===== src/rtl/grid_editor_if.sv =====
// Bus bundle between the mouse/clear sources, the grid RAM write/read ports
// and the grid editor; master is the editor side, slave is the environment.
interface grid_editor_if;
    logic [11:0] mouse_xpos;
    logic [11:0] mouse_ypos;
    logic        mouse_left;
    logic        clear;
    logic [1:0]  grid_rd_data;
    logic [7:0]  grid_addr;
    logic [1:0]  grid_wr_data;
    logic        grid_we;
    logic        busy;
    logic [7:0]  ship_count;

    modport master (
        input  mouse_xpos,
        input  mouse_ypos,
        input  mouse_left,
        input  clear,
        input  grid_rd_data,
        output grid_addr,
        output grid_wr_data,
        output grid_we,
        output busy,
        output ship_count
    );

    modport slave (
        output mouse_xpos,
        output mouse_ypos,
        output mouse_left,
        output clear,
        output grid_rd_data,
        input  grid_addr,
        input  grid_wr_data,
        input  grid_we,
        input  busy,
        input  ship_count
    );
endinterface


===== src/rtl/grid_editor.sv =====
// Mouse-driven editor for the 12x12 ship grid: a click toggles the addressed
// cell EMPTY<->SHIP via read-modify-write; clear wipes all 144 cells.
module grid_editor #(
    parameter int X_POS     = 0,
    parameter int Y_POS     = 0,
    parameter int MAX_SHIPS = 20
) (
    input  logic          clk,
    input  logic          rst,
    grid_editor_if.master bus
);

    typedef enum logic [2:0] {
        IDLE = 3'd0,
        RD   = 3'd1,
        CHK  = 3'd2,
        WR   = 3'd3,
        CLR  = 3'd4
    } state_t;

    localparam logic [1:0]  CELL_EMPTY = 2'b00;
    localparam logic [1:0]  CELL_SHIP  = 2'b01;
    localparam logic [3:0]  LAST_IDX   = 4'd11;
    localparam logic [7:0]  LAST_ADDR  = 8'hBB;
    localparam logic [11:0] X_OFS      = 12'(X_POS);
    localparam logic [11:0] Y_OFS      = 12'(Y_POS);
    localparam logic [7:0]  MAX_CNT    = 8'(MAX_SHIPS);

    logic [6:0] cell_x_s;
    logic [6:0] cell_y_s;
    logic       in_grid_s;
    logic       click_s;
    logic [7:0] next_clr_addr_s;

    state_t     state_r;
    logic [7:0] addr_r;
    logic [1:0] wr_data_r;
    logic       we_r;
    logic       busy_r;
    logic [7:0] count_r;
    logic       left_prev_r;

    // Cell coordinates from the wrapped mouse offset, plus click edge detect.
    // Negative offsets wrap to huge cell numbers and fail the range test.
    always_comb begin
        cell_x_s  = 7'((bus.mouse_xpos - X_OFS) >> 5);
        cell_y_s  = 7'((bus.mouse_ypos - Y_OFS) >> 5);
        in_grid_s = (cell_x_s < 7'd12) && (cell_y_s < 7'd12);
        click_s   = bus.mouse_left & ~left_prev_r;
    end

    // Clear scan order: row fastest, wrapping from row 11 to the next column.
    always_comb begin
        next_clr_addr_s = addr_r;
        if (addr_r[3:0] == LAST_IDX) begin
            next_clr_addr_s = {addr_r[7:4] + 4'd1, 4'd0};
        end else begin
            next_clr_addr_s = {addr_r[7:4], addr_r[3:0] + 4'd1};
        end
    end

    // Main controller: click RMW and clear scan, all outputs registered.
    always_ff @(posedge clk) begin
        if (rst) begin
            state_r     <= IDLE;
            addr_r      <= 8'h00;
            wr_data_r   <= 2'b00;
            we_r        <= 1'b0;
            busy_r      <= 1'b0;
            count_r     <= 8'd0;
            left_prev_r <= 1'b0;
        end else begin
            left_prev_r <= bus.mouse_left;
            case (state_r)
                IDLE: begin
                    we_r <= 1'b0;
                    if (bus.clear) begin
                        state_r   <= CLR;
                        addr_r    <= 8'h00;
                        wr_data_r <= CELL_EMPTY;
                        we_r      <= 1'b1;
                        busy_r    <= 1'b1;
                        count_r   <= 8'd0;
                    end else if (click_s && in_grid_s) begin
                        state_r <= RD;
                        addr_r  <= {cell_x_s[3:0], cell_y_s[3:0]};
                        busy_r  <= 1'b1;
                    end else begin
                        state_r <= IDLE;
                        busy_r  <= 1'b0;
                    end
                end
                RD: begin
                    state_r <= CHK;
                end
                CHK: begin
                    case (bus.grid_rd_data)
                        CELL_EMPTY: begin
                            if (count_r < MAX_CNT) begin
                                state_r   <= WR;
                                wr_data_r <= CELL_SHIP;
                                we_r      <= 1'b1;
                            end else begin
                                state_r <= IDLE;
                                busy_r  <= 1'b0;
                            end
                        end
                        CELL_SHIP: begin
                            state_r   <= WR;
                            wr_data_r <= CELL_EMPTY;
                            we_r      <= 1'b1;
                        end
                        default: begin
                            state_r <= IDLE;
                            busy_r  <= 1'b0;
                        end
                    endcase
                end
                WR: begin
                    state_r <= IDLE;
                    we_r    <= 1'b0;
                    busy_r  <= 1'b0;
                    // Guards keep the count inside 0..MAX_SHIPS even if RAM
                    // contents survived a reset.
                    if (wr_data_r == CELL_SHIP) begin
                        if (count_r < MAX_CNT) begin
                            count_r <= count_r + 8'd1;
                        end else begin
                            count_r <= count_r;
                        end
                    end else begin
                        if (count_r != 8'd0) begin
                            count_r <= count_r - 8'd1;
                        end else begin
                            count_r <= count_r;
                        end
                    end
                end
                CLR: begin
                    if (addr_r == LAST_ADDR) begin
                        state_r <= IDLE;
                        we_r    <= 1'b0;
                        busy_r  <= 1'b0;
                    end else begin
                        addr_r <= next_clr_addr_s;
                    end
                end
                default: begin
                    state_r <= IDLE;
                    we_r    <= 1'b0;
                    busy_r  <= 1'b0;
                end
            endcase
        end
    end

    assign bus.grid_addr    = addr_r;
    assign bus.grid_wr_data = wr_data_r;
    assign bus.grid_we      = we_r;
    assign bus.busy         = busy_r;
    assign bus.ship_count   = count_r;

endmodule


===== src/flat_wrapper.sv =====
// flat-port wrapper written by rule: the top's interface ports become plain ports
module grid_editor_flat 
#(
    parameter int X_POS     = 0,
    parameter int Y_POS     = 0,
    parameter int MAX_SHIPS = 20
)
  (clk, rst, bus_mouse_xpos, bus_mouse_ypos, bus_mouse_left, bus_clear, bus_grid_rd_data, bus_grid_addr, bus_grid_wr_data, bus_grid_we, bus_busy, bus_ship_count);
  grid_editor_if bus_i ();
  input  logic clk;
  input  logic rst;
  input wire logic [$bits(bus_i.mouse_xpos)-1:0] bus_mouse_xpos;
  input wire logic [$bits(bus_i.mouse_ypos)-1:0] bus_mouse_ypos;
  input wire logic [$bits(bus_i.mouse_left)-1:0] bus_mouse_left;
  input wire logic [$bits(bus_i.clear)-1:0] bus_clear;
  input wire logic [$bits(bus_i.grid_rd_data)-1:0] bus_grid_rd_data;
  output wire logic [$bits(bus_i.grid_addr)-1:0] bus_grid_addr;
  output wire logic [$bits(bus_i.grid_wr_data)-1:0] bus_grid_wr_data;
  output wire logic [$bits(bus_i.grid_we)-1:0] bus_grid_we;
  output wire logic [$bits(bus_i.busy)-1:0] bus_busy;
  output wire logic [$bits(bus_i.ship_count)-1:0] bus_ship_count;
  assign bus_i.mouse_xpos = bus_mouse_xpos;
  assign bus_i.mouse_ypos = bus_mouse_ypos;
  assign bus_i.mouse_left = bus_mouse_left;
  assign bus_i.clear = bus_clear;
  assign bus_i.grid_rd_data = bus_grid_rd_data;
  assign bus_grid_addr = bus_i.grid_addr;
  assign bus_grid_wr_data = bus_i.grid_wr_data;
  assign bus_grid_we = bus_i.grid_we;
  assign bus_busy = bus_i.busy;
  assign bus_ship_count = bus_i.ship_count;
  grid_editor #(.X_POS(X_POS), .Y_POS(Y_POS), .MAX_SHIPS(MAX_SHIPS)) u_core (.clk(clk), .rst(rst), .bus(bus_i));
endmodule

===== config.mk =====
export PLATFORM = sky130hd
export DESIGN_NAME = grid_editor_flat
export DESIGN_NICKNAME = d
export VERILOG_FILES = /design/src/rtl/grid_editor_if.sv /design/src/rtl/grid_editor.sv /design/src/flat_wrapper.sv
export SDC_FILE = /design/constraint.sdc
export NUM_CORES = 1
export LEC_CHECK = 0
export ABC_AREA = 0
export BUFFER_PORTS_ARGS = -buffer_cell sky130_fd_sc_hd__buf_2
export CORE_MARGIN = 2
export CORE_UTILIZATION = 45
export CTS_CLUSTER_SIZE = 25
export DETAILED_ROUTE_END_ITERATION = 8
export HOLD_SLACK_MARGIN = 0.08
export MAX_ROUTING_LAYER = met4
export PLACE_DENSITY = 0.7
export SETUP_SLACK_MARGIN = 0.15
export SYNTH_ARGS = -nofsm -noshare
export SYNTH_HDL_FRONTEND = slang
export SYNTH_SLANG_ARGS = --single-unit

===== constraint.sdc =====
create_clock -name clk -period 2.8 [get_ports clk]
set_clock_uncertainty 0.2 [all_clocks]
set_input_delay 0 -clock clk [delete_from_list [all_inputs] [get_ports clk]]
set_output_delay 0 -clock clk [all_outputs]
set_load 0.01 [all_outputs]

# Word level (Yosys, flattened, before mapping)
# Cells that the tools add are included.
[totals]
reg_bits = 24
latch_bits = 0
mem_bits_rw = 0
romBits = 0
in_bits = 30
out_inout_bits = 20
word_cells = 81
memories = 0
[op_classes]
addsub = 4
multipliers = 0
n_div = 0
magnitude_cmp = 3
n_eq_ne = 19
shifts = 0
muxes = 30
bitwise_logic = 3
reduce_logical = 14
[ops]
columns = ["cell", "n"]
rows = [
  ["$mux W8", 8],
  ["$pmux W8 S2", 2],
  ["$reduce_and A4 Y1", 5],
  ["$lt A7 B4 Y1 const B", 2],
  ["$pmux W2 S2", 3],
  ["$pmux W3 S4", 1],
  ["$ne A3 B2 Y1 const B", 3],
  ["$add A4 B1 Y4 const B", 2],
  ["$add A8 B1 Y8 const B", 1],
  ["$eq A8 B8 Y1 const B", 1],
  ["$lt A8 B5 Y1 const B", 1],
  ["$pmux W1 S4", 2],
  ["$reduce_bool A8 Y1", 1],
  ["$sub A8 B1 Y8 const B", 1],
  ["$mux W1", 7],
  ["$eq A3 B2 Y1 const B", 2],
  ["$mux W2", 3],
  ["$mux W3", 2],
  ["$ne A2 B2 Y1 const B", 3],
  ["$ne A3 B1 Y1 const B", 2],
  ["$reduce_bool A2 Y1", 3],
  ["$eq A2 B1 Y1 const B", 2],
  ["$eq A4 B4 Y1 const B", 1],
  ["$ne A2 B1 Y1 const B", 2],
  ["10 further kinds", 13],
]

# Logic depth before layout (Yosys ltp)
# Gate-level depths: netlist of run 1.
[logic_depth]
depth_word = 6
mapped_depth = 6
depth_no_buf = 6

# Worst setup path after synthesis of run 1
# OpenSTA, ideal clock, no wires.
[synth_timing]
path_type = "reg2reg"
startpoint = "register u_core.wr_data_r[0] (netlist: u_core.bus.grid_wr_data[0])"
endpoint = "register u_core.count_r[7] (netlist: u_core.bus.ship_count[7])"
setup_time_ns = 0.117
arrival_time_ns = 2.034
required_ns = 2.483
slack_ns = 0.448
stages_incl_launch_ff = 7
n_path_buf = 0
synth_period_minus_slack_ns = 2.352
path_cell_list = "dfxtp_1 > inv_1 > ha_1 > a211oi_1 > o31ai_1 > a311o_1 > a32o_1"
[synth_between]
elab_chain_len = 3
elab_cells_between_ends = 6
classes_between = "eq/ne (3); mux (2); reduce/logical (1)"
[synth_rtl]
columns = ["element", "line_no", "text"]
rows = [
  ["from (decl)", "grid_editor.sv:37", "logic [1:0] wr_data_r;"],
  ["from (signal assigned)", "grid_editor.sv:67", "wr_data_r <= 2'b00;"],
  ["from (signal assigned)", "grid_editor.sv:80", "wr_data_r <= CELL_EMPTY;"],
  ["from (signal assigned)", "grid_editor.sv:101", "wr_data_r <= CELL_SHIP;"],
  ["$eq A2 B1 Y1 *", "grid_editor.sv:125", "if (wr_data_r == CELL_SHIP) begin"],
  ["$ne A3 B2 Y1 (no line) (tied with other cells)", "-", ""],
  ["$reduce_and A4 Y1 (no line) or $pmux W8 S2 (tied branches)", "-", ""],
  ["to (signal assigned)", "grid_editor.sv:127", "count_r <= count_r + 8'd1;"],
  ["to (signal assigned)", "grid_editor.sv:129", "count_r <= count_r;"],
  ["to (signal assigned)", "grid_editor.sv:133", "count_r <= count_r - 8'd1;"],
  ["to (decl)", "grid_editor.sv:40", "logic [7:0] count_r;"],
]
# Every way passes the cells marked *; elsewhere a longest branch is shown, timed or not.
# A chain may end at the register's enable or synchronous reset.

# Worst setup path in the final report of run 1
[layout_timing]
startpoint = "register u_core.addr_r[0] (netlist: u_core.bus.grid_addr[0])"
endpoint = "register u_core.we_r (netlist: u_core.bus.grid_we)"
[layout_between]
elab_chain_len = 3
[layout_rtl]
columns = ["element", "line_no", "text"]
rows = [
  ["from (decl)", "grid_editor.sv:36", "logic [7:0] addr_r;"],
  ["from (signal assigned)", "grid_editor.sv:86", "addr_r <= {cell_x_s[3:0], cell_y_s[3:0]};"],
  ["from (signal assigned)", "grid_editor.sv:145", "addr_r <= next_clr_addr_s;"],
  ["$eq A8 B8 Y1", "grid_editor.sv:140", "if (addr_r == LAST_ADDR) begin"],
  ["$ne A2 B1 Y1 (no line)", "-", ""],
  ["$reduce_and A4 Y1 (no line)", "-", ""],
  ["to (signal assigned)", "grid_editor.sv:121", "we_r <= 1'b0;"],
  ["to (signal assigned)", "grid_editor.sv:142", "we_r <= 1'b0;"],
  ["to (signal assigned)", "grid_editor.sv:150", "we_r <= 1'b0;"],
  ["to (decl)", "grid_editor.sv:38", "logic we_r;"],
]
# Every way passes these cells.

==> results.ini, run 1 <==
[outcome]
outcome=finished, final reports clean

[worst_setup_path]
slowest_stage=dlygate4sd3_1
cp-start-kind=flip-flop
cp_top_family=buffers and inverters
crit_path_end_kind=flip-flop
rrSetupSlack_ns=0.34
arrival_ns=2.42
critical_path_class=flip-flop to flip-flop
path_buf_inv=1
cp_cell_sequence=ha_1 > and3b_1 > a311oi_1 > mux2i_1 > a211oi_1 > dlygate4sd3_1
rr_startpoint=u_core.bus.grid_addr[0]$_SDFFE_PP0P_
required_ns=2.76
r2r-end=u_core.bus.grid_we$_SDFFE_PP0P_
critPathMaxStageDelay_ns=0.56
crit_path_max_fanout=5
reg2reg_depth=6

[timing]
rsz0062_at_grt=no
fin_tns_setup_ns=0
hold_slack_ns=0.106
slew_viol_final=0
tightest_slew_ns=0.611
min_period_ns=2.46
relSlewSlack=0.592
min_period_over_period=0.878
fmaxAchievable_mhz=407
report.final.hold_viol_count=0
setup_viol_count_final=0

[yosys]
ys_ff_latch=23
synthTopCellsByArea=dfxtp_1 27%, ha_1 5.9%, a21oi_1 3.2%
async_flop_share=0
synth_largest_area_cell=dfxtp_1
synth-seq-area-share=0.270
synth_nets=237
syn_avg_cell_area_um2=8.63
netlist_area_um2=1710
synth_cell_types=62
synth_cells=198
yosys_warnings=0
synth.top_cell.area_share=0.270
ys.flop_type=dfxtp_1
synth_edf_count=0

[layout]
final_core_util=0.597
n_antenna_cell=0
nFillCells=327
fin_nets=295
syn_to_final_growth_pct=28.1
stdcell_count=303
drive_gt1_frac=0.235

[hold_path]
min_path_type=input pin to flip-flop
min_from=bus_mouse_ypos[11]
hold_end=u_core.bus.grid_addr[3]$_SDFFE_PP0P_
hold_depth=5

[job]
max_cap_viol_count=0

[drt]
via_per_inst=5.99
routedWlPerCell_um=14.2
drc=0
antenna_left=0
firstDrtPassIters=4
vias=1814
routed_wl_um=4310
drtIter0Drc=88

[global_route]
overflow=0
grt_pass1_wl_um=7300
grt_usage=0.217
grt_antenna_before_repair=0
first_global_vias=1655
grt_max_degree=24

[power]
powerDensity_nw_per_um2=326
power_uw=714
p_leak_uw=0.000927
peakVddDrop_v=0.000201

[cts]
numCtsBuffers=3
cts_tree=done
cts_root_buffer=clkbuf_8
numClockSinks=23
path_clk_slew_ns=0.09
cts_max_level=1
clk_latency_ns=0.26
clock_path_buffers=2

[floorplan]
initial_utilization=0.467
dieArea_um2=4300
ios=50
core_area_um2=3660
die_w_um=65.6
rows=22
die_h_um=65.6

[placed_design]
gp_congestion=0.904
placedCellCount=280
hpwl_um=2940
port_buffers=38

## power breakdown
part | internal, µW | switching [µW] | total [µW]
Combinational | 71.3 | 69.1 | 140
Sequential | 341 | 17.0 | 358
Clock | 99.4 | 116 | 215
Total | 512 | 202 | 714
## placed cells by master, fill, tap and decap left out, drive strengths merged, types with 4 or more instances in the layout
master	count
a211oi	6
a21o	4
a21oi	11
a311oi	5
a31oi	9
and3	4
buf	42
dfxtp	23
dlygate4sd3	19
ha	8
nand2	10
nand2b	4
nand3	7
nor2	10
nor2b	6
nor3	8
o21ai	7
or4	4
xnor2	4
## layout make-up
| type | instances | area (µm²) | area share |
|---|---|---|---|
| clock buffer | 3 | 41.3 | 0.0189 |
| inverter | 3 | 11.3 | 0.00515 |
| timing repair buffer | 61 | 410 | 0.188 |
| clock inverter | 1 | 5.00 | 0.00229 |
| multi-input combinational | 164 | 1200 | 0.547 |
| tap | 48 | 60.1 | 0.0275 |
| sequential | 23 | 462 | 0.211 |
## per-stage QoR
| stage | area (µm²) | worst slack (ns) |
|---|---|---|
| finish | 2190 | 0.341 |
| global route | 2190 | 0.166 |
| CTS | 2190 | 0.323 |
| detailed placement | 1950 | 0.478 |
| global placement | 1950 | 0.496 |
| floorplan | 1710 | 0.448 |
## sequential cells by signal (all words and copies together) (netlist names)
register / flops
u_core.bus.grid_addr: 8
u_core.bus.grid_wr_data: 1
u_core.bus.busy: 1
u_core.left_prev_r: 1
u_core.bus.ship_count: 8
u_core.bus.grid_we: 1
u_core.state_r: 3
## worst reg2reg max path, delay by kind of cell, from the launching register on
family,cells,cell delay (ns)
flops,1,0.36
fa+ha+maj,1,0.24
buf+inv,1,0.56
compound gates,2,0.51
mux,1,0.23
simple gates,1,0.24
## repair_timing
action,CTS,global route
endpoints found under the setup margin,0,1
resized for setup,0,1
setup buffers,0,0
hold buffers,19,0
endpoints found under the hold margin,15,0
## metal layers
layer / part of all wire / GRT usage
met3: 0.056 / 0.0257
met2: 0.43 / 0.319
met4: 0.0097 / 0.0469
met5: 0 / -
met1: 0.50 / 0.319
## synthesized netlist by cell type, drive strengths merged (2+ instances only)
cell	count
a211o	3
a211oi	6
a21o	4
a21oi	11
a22o	2
a311oi	5
a31o	2
a31oi	9
and2	2
and3	4
and3b	3
buf	4
clkbuf	4
dfxtp	23
ha	8
inv	3
mux2	2
mux2i	3
nand2	10
nand2b	4
nand3	7
nand3b	2
nor2	10
nor2b	6
nor3	8
nor4	3
nor4b	2
o211ai	3
o21ai	7
o311ai	2
o31ai	3
or2	3
or3	2
or3b	3
or4	4
xnor2	4
## cells by family after synthesis
kind of cell / synth area share
and+or+nand+nor: 0.270
AOI/OAI and AO/OA: 0.297
DFF: 0.270
buffers and inverters: 0.0293
adders and majority gates: 0.0703
xor gates and xnor gates: 0.0256
muxes: 0.0352
other: 0.00220
## worst max-delay path by stage
| stage | depth (start not counted) | endpoint | startpoint | slack (ns) |
|---|---|---|---|---|
| floorplan | 6 | u_core.bus.ship_count[7]$_SDFFE_PP0P_ | u_core.bus.grid_wr_data[0]$_SDFFE_PP0P_ | 0.45 |
| global placement | 6 | u_core.bus.ship_count[7]$_SDFFE_PP0P_ | u_core.bus.grid_wr_data[0]$_SDFFE_PP0P_ | 0.50 |
| detailed placement | 6 | u_core.bus.ship_count[7]$_SDFFE_PP0P_ | u_core.bus.grid_wr_data[0]$_SDFFE_PP0P_ | 0.48 |
| CTS | 6 | u_core.bus.grid_we$_SDFFE_PP0P_ | u_core.bus.grid_addr[0]$_SDFFE_PP0P_ | 0.32 |
| global route | 6 | u_core.bus.grid_we$_SDFFE_PP0P_ | u_core.bus.grid_addr[0]$_SDFFE_PP0P_ | 0.17 |
| finish | 6 | u_core.bus.grid_we$_SDFFE_PP0P_ | u_core.bus.grid_addr[0]$_SDFFE_PP0P_ | 0.34 |
(Power assumes the default switching activity.)
==> inputs of run 2 (changes only) <==
--- a/config.mk
+++ b/config.mk
@@ -7,13 +7,15 @@
 export LEC_CHECK = 0
 export ABC_AREA = 0
 export BUFFER_PORTS_ARGS = -buffer_cell sky130_fd_sc_hd__buf_2
+export CELL_PAD_IN_SITES_DETAIL_PLACEMENT = 0
+export CELL_PAD_IN_SITES_GLOBAL_PLACEMENT = 2
 export CORE_MARGIN = 2
-export CORE_UTILIZATION = 45
+export CORE_UTILIZATION = 30
 export CTS_CLUSTER_SIZE = 25
 export DETAILED_ROUTE_END_ITERATION = 8
 export HOLD_SLACK_MARGIN = 0.08
 export MAX_ROUTING_LAYER = met4
-export PLACE_DENSITY = 0.7
+export PLACE_DENSITY = 0.79
 export SETUP_SLACK_MARGIN = 0.15
 export SYNTH_ARGS = -nofsm -noshare
 export SYNTH_HDL_FRONTEND = slang
==> results.ini, run 2 (synthesized netlist as in run 1, its figures left out) <==
[drt]
routed_wl_um=4700
via_per_inst=5.38
drtIter0Drc=82
drc=0
firstDrtPassIters=4
antenna_left=0
routedWlPerCell_um=14.3
vias=1769

[cts]
postCtsSetupBuffers=0
cts_max_level=1
numCtsBuffers=3
cts_tree=done
numClockSinks=23
cts_root_buffer=clkbuf_8
clock_path_buffers=2
clk_latency_ns=0.27
path_clk_slew_ns=0.09

[power]
p_sw_uw=201
powerDensity_nw_per_um2=319
p_comb_frac=0.199
clkPwrFrac=0.300
p_int_uw=513
p_leak_uw=0.000938
p_seq_frac=0.501
peakVddDrop_v=0.000161
swShare=0.282

[global_route]
grt_usage=0.156
grt_max_degree=24
first_global_vias=1703
grt_pass1_wl_um=7770
overflow=0
grt_antenna_before_repair=0

[timing]
relSlewSlack=0.572
fin_tns_setup_ns=0
min_period_over_period=0.895
slew_viol_final=0
report.final.hold_viol_count=0
rsz0062_at_grt=yes
fmaxAchievable_mhz=399
setup_ws_ns=0.295
setup_viol_count_final=0
min_period_ns=2.50
tightest_slew_ns=0.641

[worst_setup_path]
crit_path_start=u_core.left_prev_r$_SDFF_PP0_
cp-start-kind=flip-flop
reg2reg_depth=6
critical_path_class=flip-flop to flip-flop
r2r-end=u_core.bus.grid_addr[0]$_SDFFE_PP0P_
arrival_ns=2.52
critPathCapture=u_core.bus.grid_addr[0]$_SDFFE_PP0P_
crit_path_end_kind=flip-flop
crit_path_max_fanout=11
required_ns=2.81
rr_startpoint=u_core.left_prev_r$_SDFF_PP0_
rrSetupSlack_ns=0.30

[floorplan]
initial_utilization=0.310
dieArea_um2=6310
core_area_um2=5510
ios=50
die_w_um=79.5
rows=27
die_h_um=79.5

[layout]
layout_common_cells=38 x buf_2, 23 x dfxtp_1, 20 x dlygate4sd3_1, 11 x a21oi_1
drive_gt1_frac=0.237
finalInstanceArea_um2=2240
fin_nets=297
final_common_cell=buf_2
syn_to_final_growth_pct=31.1
n_antenna_cell=0

[placed_design]
place_ws_ns=0.485
hpwl_um=3340
dpl-instance-area_um2=1990
port_buffers=38
gp_congestion=0.773

[job]
max_cap_viol_count=0

[outcome]
outcome=finished, final reports clean

[hold_path]
hold_depth=5
min_path_type=input pin to flip-flop

-- run 2: changes by cell type in the layout (fill, tap and decap cells not counted), sizes merged --
cell         previous run  this run
buf                    42        43
dlygate4sd3            19        20
-- run 2: metal layers --
metal / wire length [µm] / vias to the layer above / track usage
met5: 0 / - / -
met4: 40 / 0 / 0.0534
met3: 132 / 4 / 0.0102
met2: 2100 / 30 / 0.239
met1: 2420 / 832 / 0.218
li1: - / 903 / -
-- run 2: critical path, stage by stage, from the launching register on --
cell           delay, ns
dfxtp_1             0.31
or4b_1              0.59
o31ai_2             0.24
buf_4               0.22
a21oi_1             0.08
a311oi_1            0.24
dlygate4sd3_1       0.58
-- run 2: timing repair --
| action | in CTS | in global routing |
|---|---|---|
| endpoints found under the hold margin | 15 | 0 |
| hold buffers | 20 | 0 |
| setup endpoints to repair | 0 | 2 |
| resized for setup | 0 | 1 |
-- run 2: how the worst min path moves through the flow --
stage	start	endpoint	slack, ns
floorplan	bus_mouse_left	u_core.left_prev_r$_SDFF_PP0_	-0.07
finish	bus_mouse_ypos[11]	u_core.bus.grid_addr[3]$_SDFFE_PP0P_	0.09
CTS	bus_mouse_ypos[11]	u_core.bus.grid_addr[3]$_SDFFE_PP0P_	0.08
global placement	bus_mouse_left	u_core.left_prev_r$_SDFF_PP0_	0.02
global route	bus_mouse_ypos[11]	u_core.bus.grid_addr[3]$_SDFFE_PP0P_	0.15
detailed placement	bus_mouse_left	u_core.left_prev_r$_SDFF_PP0_	0.04
-- run 2: power by group through the flow --
stage / Clock, µW / Combinational [µW] / Sequential [µW]
4_1_cts: 224 / 142 / 358
2_1_floorplan: 0 / 76.0 / 366
5_1_grt: 236 / 158 / 361
6_report: 214 / 142 / 358
3_5_place_dp: 0 / 120 / 366
3_3_place_gp: 0 / 121 / 366
-- run 2: area by class of cell --
type | count | area, µm²
sequential | 23 | 460
timing repair buffer | 63 | 428
inverter | 3 | 11.3
tap | 72 | 90.1
fill | 588 | 3270
clock buffer | 3 | 41.3
clock inverter | 1 | 5.00
multi-input combinational | 164 | 1200
-- run 2: stage by stage --
| stage | utilization | hold WS (ns) | std cells | total power, µW |
|---|---|---|---|---|
| 2_1_floorplan | - | -0.0718 | 198 | 442 |
| 3_3_place_gp | 0.361 | 0.0197 | 305 | 487 |
| 3_5_place_dp | 0.361 | 0.0407 | 305 | 486 |
| 4_1_cts | 0.406 | 0.0844 | 329 | 723 |
| 5_1_grt | 0.407 | 0.149 | 329 | 755 |
| 6_report | 0.407 | 0.0912 | 329 | 714 |
==> inputs of run 3 (changes only) <==
==> constraint.sdc (replaced) <==
create_clock -name clk -period 2.8 [get_ports clk]
set_clock_uncertainty 0.2 [all_clocks]
set_input_delay 0.56 -clock clk [delete_from_list [all_inputs] [get_ports clk]]
set_output_delay 0.56 -clock clk [all_outputs]
set_load 0.01 [all_outputs]
==> results.ini, run 3 (synthesized netlist as in run 1, its figures left out) <==
[cts]
postCtsSetupBuffers=0
cts_max_level=1
path_clk_slew_ns=0.09
clk_latency_ns=0.28
numCtsBuffers=3
cts_resized=0
cts_root_buffer=clkbuf_8
clock_path_buffers=2
cts_tree=done
numClockSinks=23
holdBufCountCts=0

[drt]
routed_wl_um=4430
vias=1716
firstDrtPassIters=4
drtIter0Drc=79
via_per_inst=5.55
routedWlPerCell_um=14.3
drc=0
antenna_left=0

[worst_setup_path]
cp-start-kind=flip-flop
required_ns=2.78
critical_path_class=flip-flop to flip-flop
crit_path_end_kind=flip-flop
crit_path_max_fanout=8
arrival_ns=2.36
reg2reg_depth=6

[layout]
drive_gt1_frac=0.253
syn_to_final_growth_pct=19.0
fin_nets=277
layout_common_cells=38 x buf_2, 23 x dfxtp_1, 11 x a21oi_1, 10 x nand2_1, 10 x nor2_1
nFillCells=578
final_common_cell=buf_2
stdcell_count=309
n_antenna_cell=0
final_core_util=0.369

[floorplan]
die_w_um=79.5
initial_utilization=0.310
rows=27
ios=50
core_area_um2=5510
die_h_um=79.5
dieArea_um2=6310

[timing]
fmaxAchievable_mhz=420
fin_tns_setup_ns=0
hold_slack_ns=0.294
rsz0062_at_grt=no
setup_viol_count_final=0
min_period_over_period=0.851
relSlewSlack=0.572
slew_viol_final=0
tightest_slew_ns=0.641
min_period_ns=2.38
report.final.hold_viol_count=0

[hold_path]
hold_depth=2
min_path_type=input pin to flip-flop

[global_route]
grt_pass1_wl_um=7470
grt_antenna_before_repair=0
grt_max_degree=24
first_global_vias=1570
grt_usage=0.153
overflow=0

[power]
peakVddDrop_v=0.000165
p_leak_uw=0.000851
powerDensity_nw_per_um2=347
power_uw=705

[job]
max_cap_viol_count=0

[outcome]
outcome=finished, final reports clean

[placed_design]
port_buffers=38
hpwl_um=3340
placedCellCount=305
gp_congestion=0.756

run 3: routing by layer:
metal / up-vias / global-route usage / wire length [µm]
met1: 804 / 0.219 / 2280
met3: 4 / 0.0181 / 184
met5: - / - / 0
met4: 0 / 0.0672 / 80
met2: 45 / 0.213 / 1880
li1: 863 / - / -
run 3: critical path, stage by stage (launching register included):
cell and delay (ns):
dfxtp_1 0.32, inv_1 0.27, ha_1 0.30, a211oi_1 0.33
o31ai_1 0.20, a311o_1 0.39, a32o_1 0.26
run 3: area by class of cell:
type,instances,area (µm²),area share
repair buffers,43,228,0.112
inverters,3,11.3,0.00554
multi-input cells,164,1200,0.589
clock buffers,3,41.3,0.0203
well taps,72,90.1,0.0443
clock inverters,1,5.00,0.00246
flip-flops and latches,23,460,0.226
run 3: worst paths after layout:
check	start	end	slack, ns
worst min-delay path	bus_mouse_left	u_core.left_prev_r$_SDFF_PP0_	0.29
worst max register to register	u_core.bus.grid_wr_data[0]$_SDFFE_PP0P_	u_core.bus.ship_count[7]$_SDFFE_PP0P_	0.42
worst min register to register	u_core.bus.busy$_SDFFE_PP0P_	u_core.bus.busy$_SDFFE_PP0P_	0.30
worst max-delay path	u_core.bus.grid_wr_data[0]$_SDFFE_PP0P_	u_core.bus.ship_count[7]$_SDFFE_PP0P_	0.42
run 3: metrics by stage:
step,area (µm²),setup WS [ns]
after floorplan,1710,0.448
after global placement,1990,0.423
after detailed placement,1990,0.440
after CTS,2030,0.410
after global routing,2030,0.250
final,2030,0.419
run 3: power breakdown:
part	total, µW	switching [µW]	internal, µW
sequential	358	17.2	341
clock	227	127	100
combinational	120	64.8	54.9
total	705	209	496
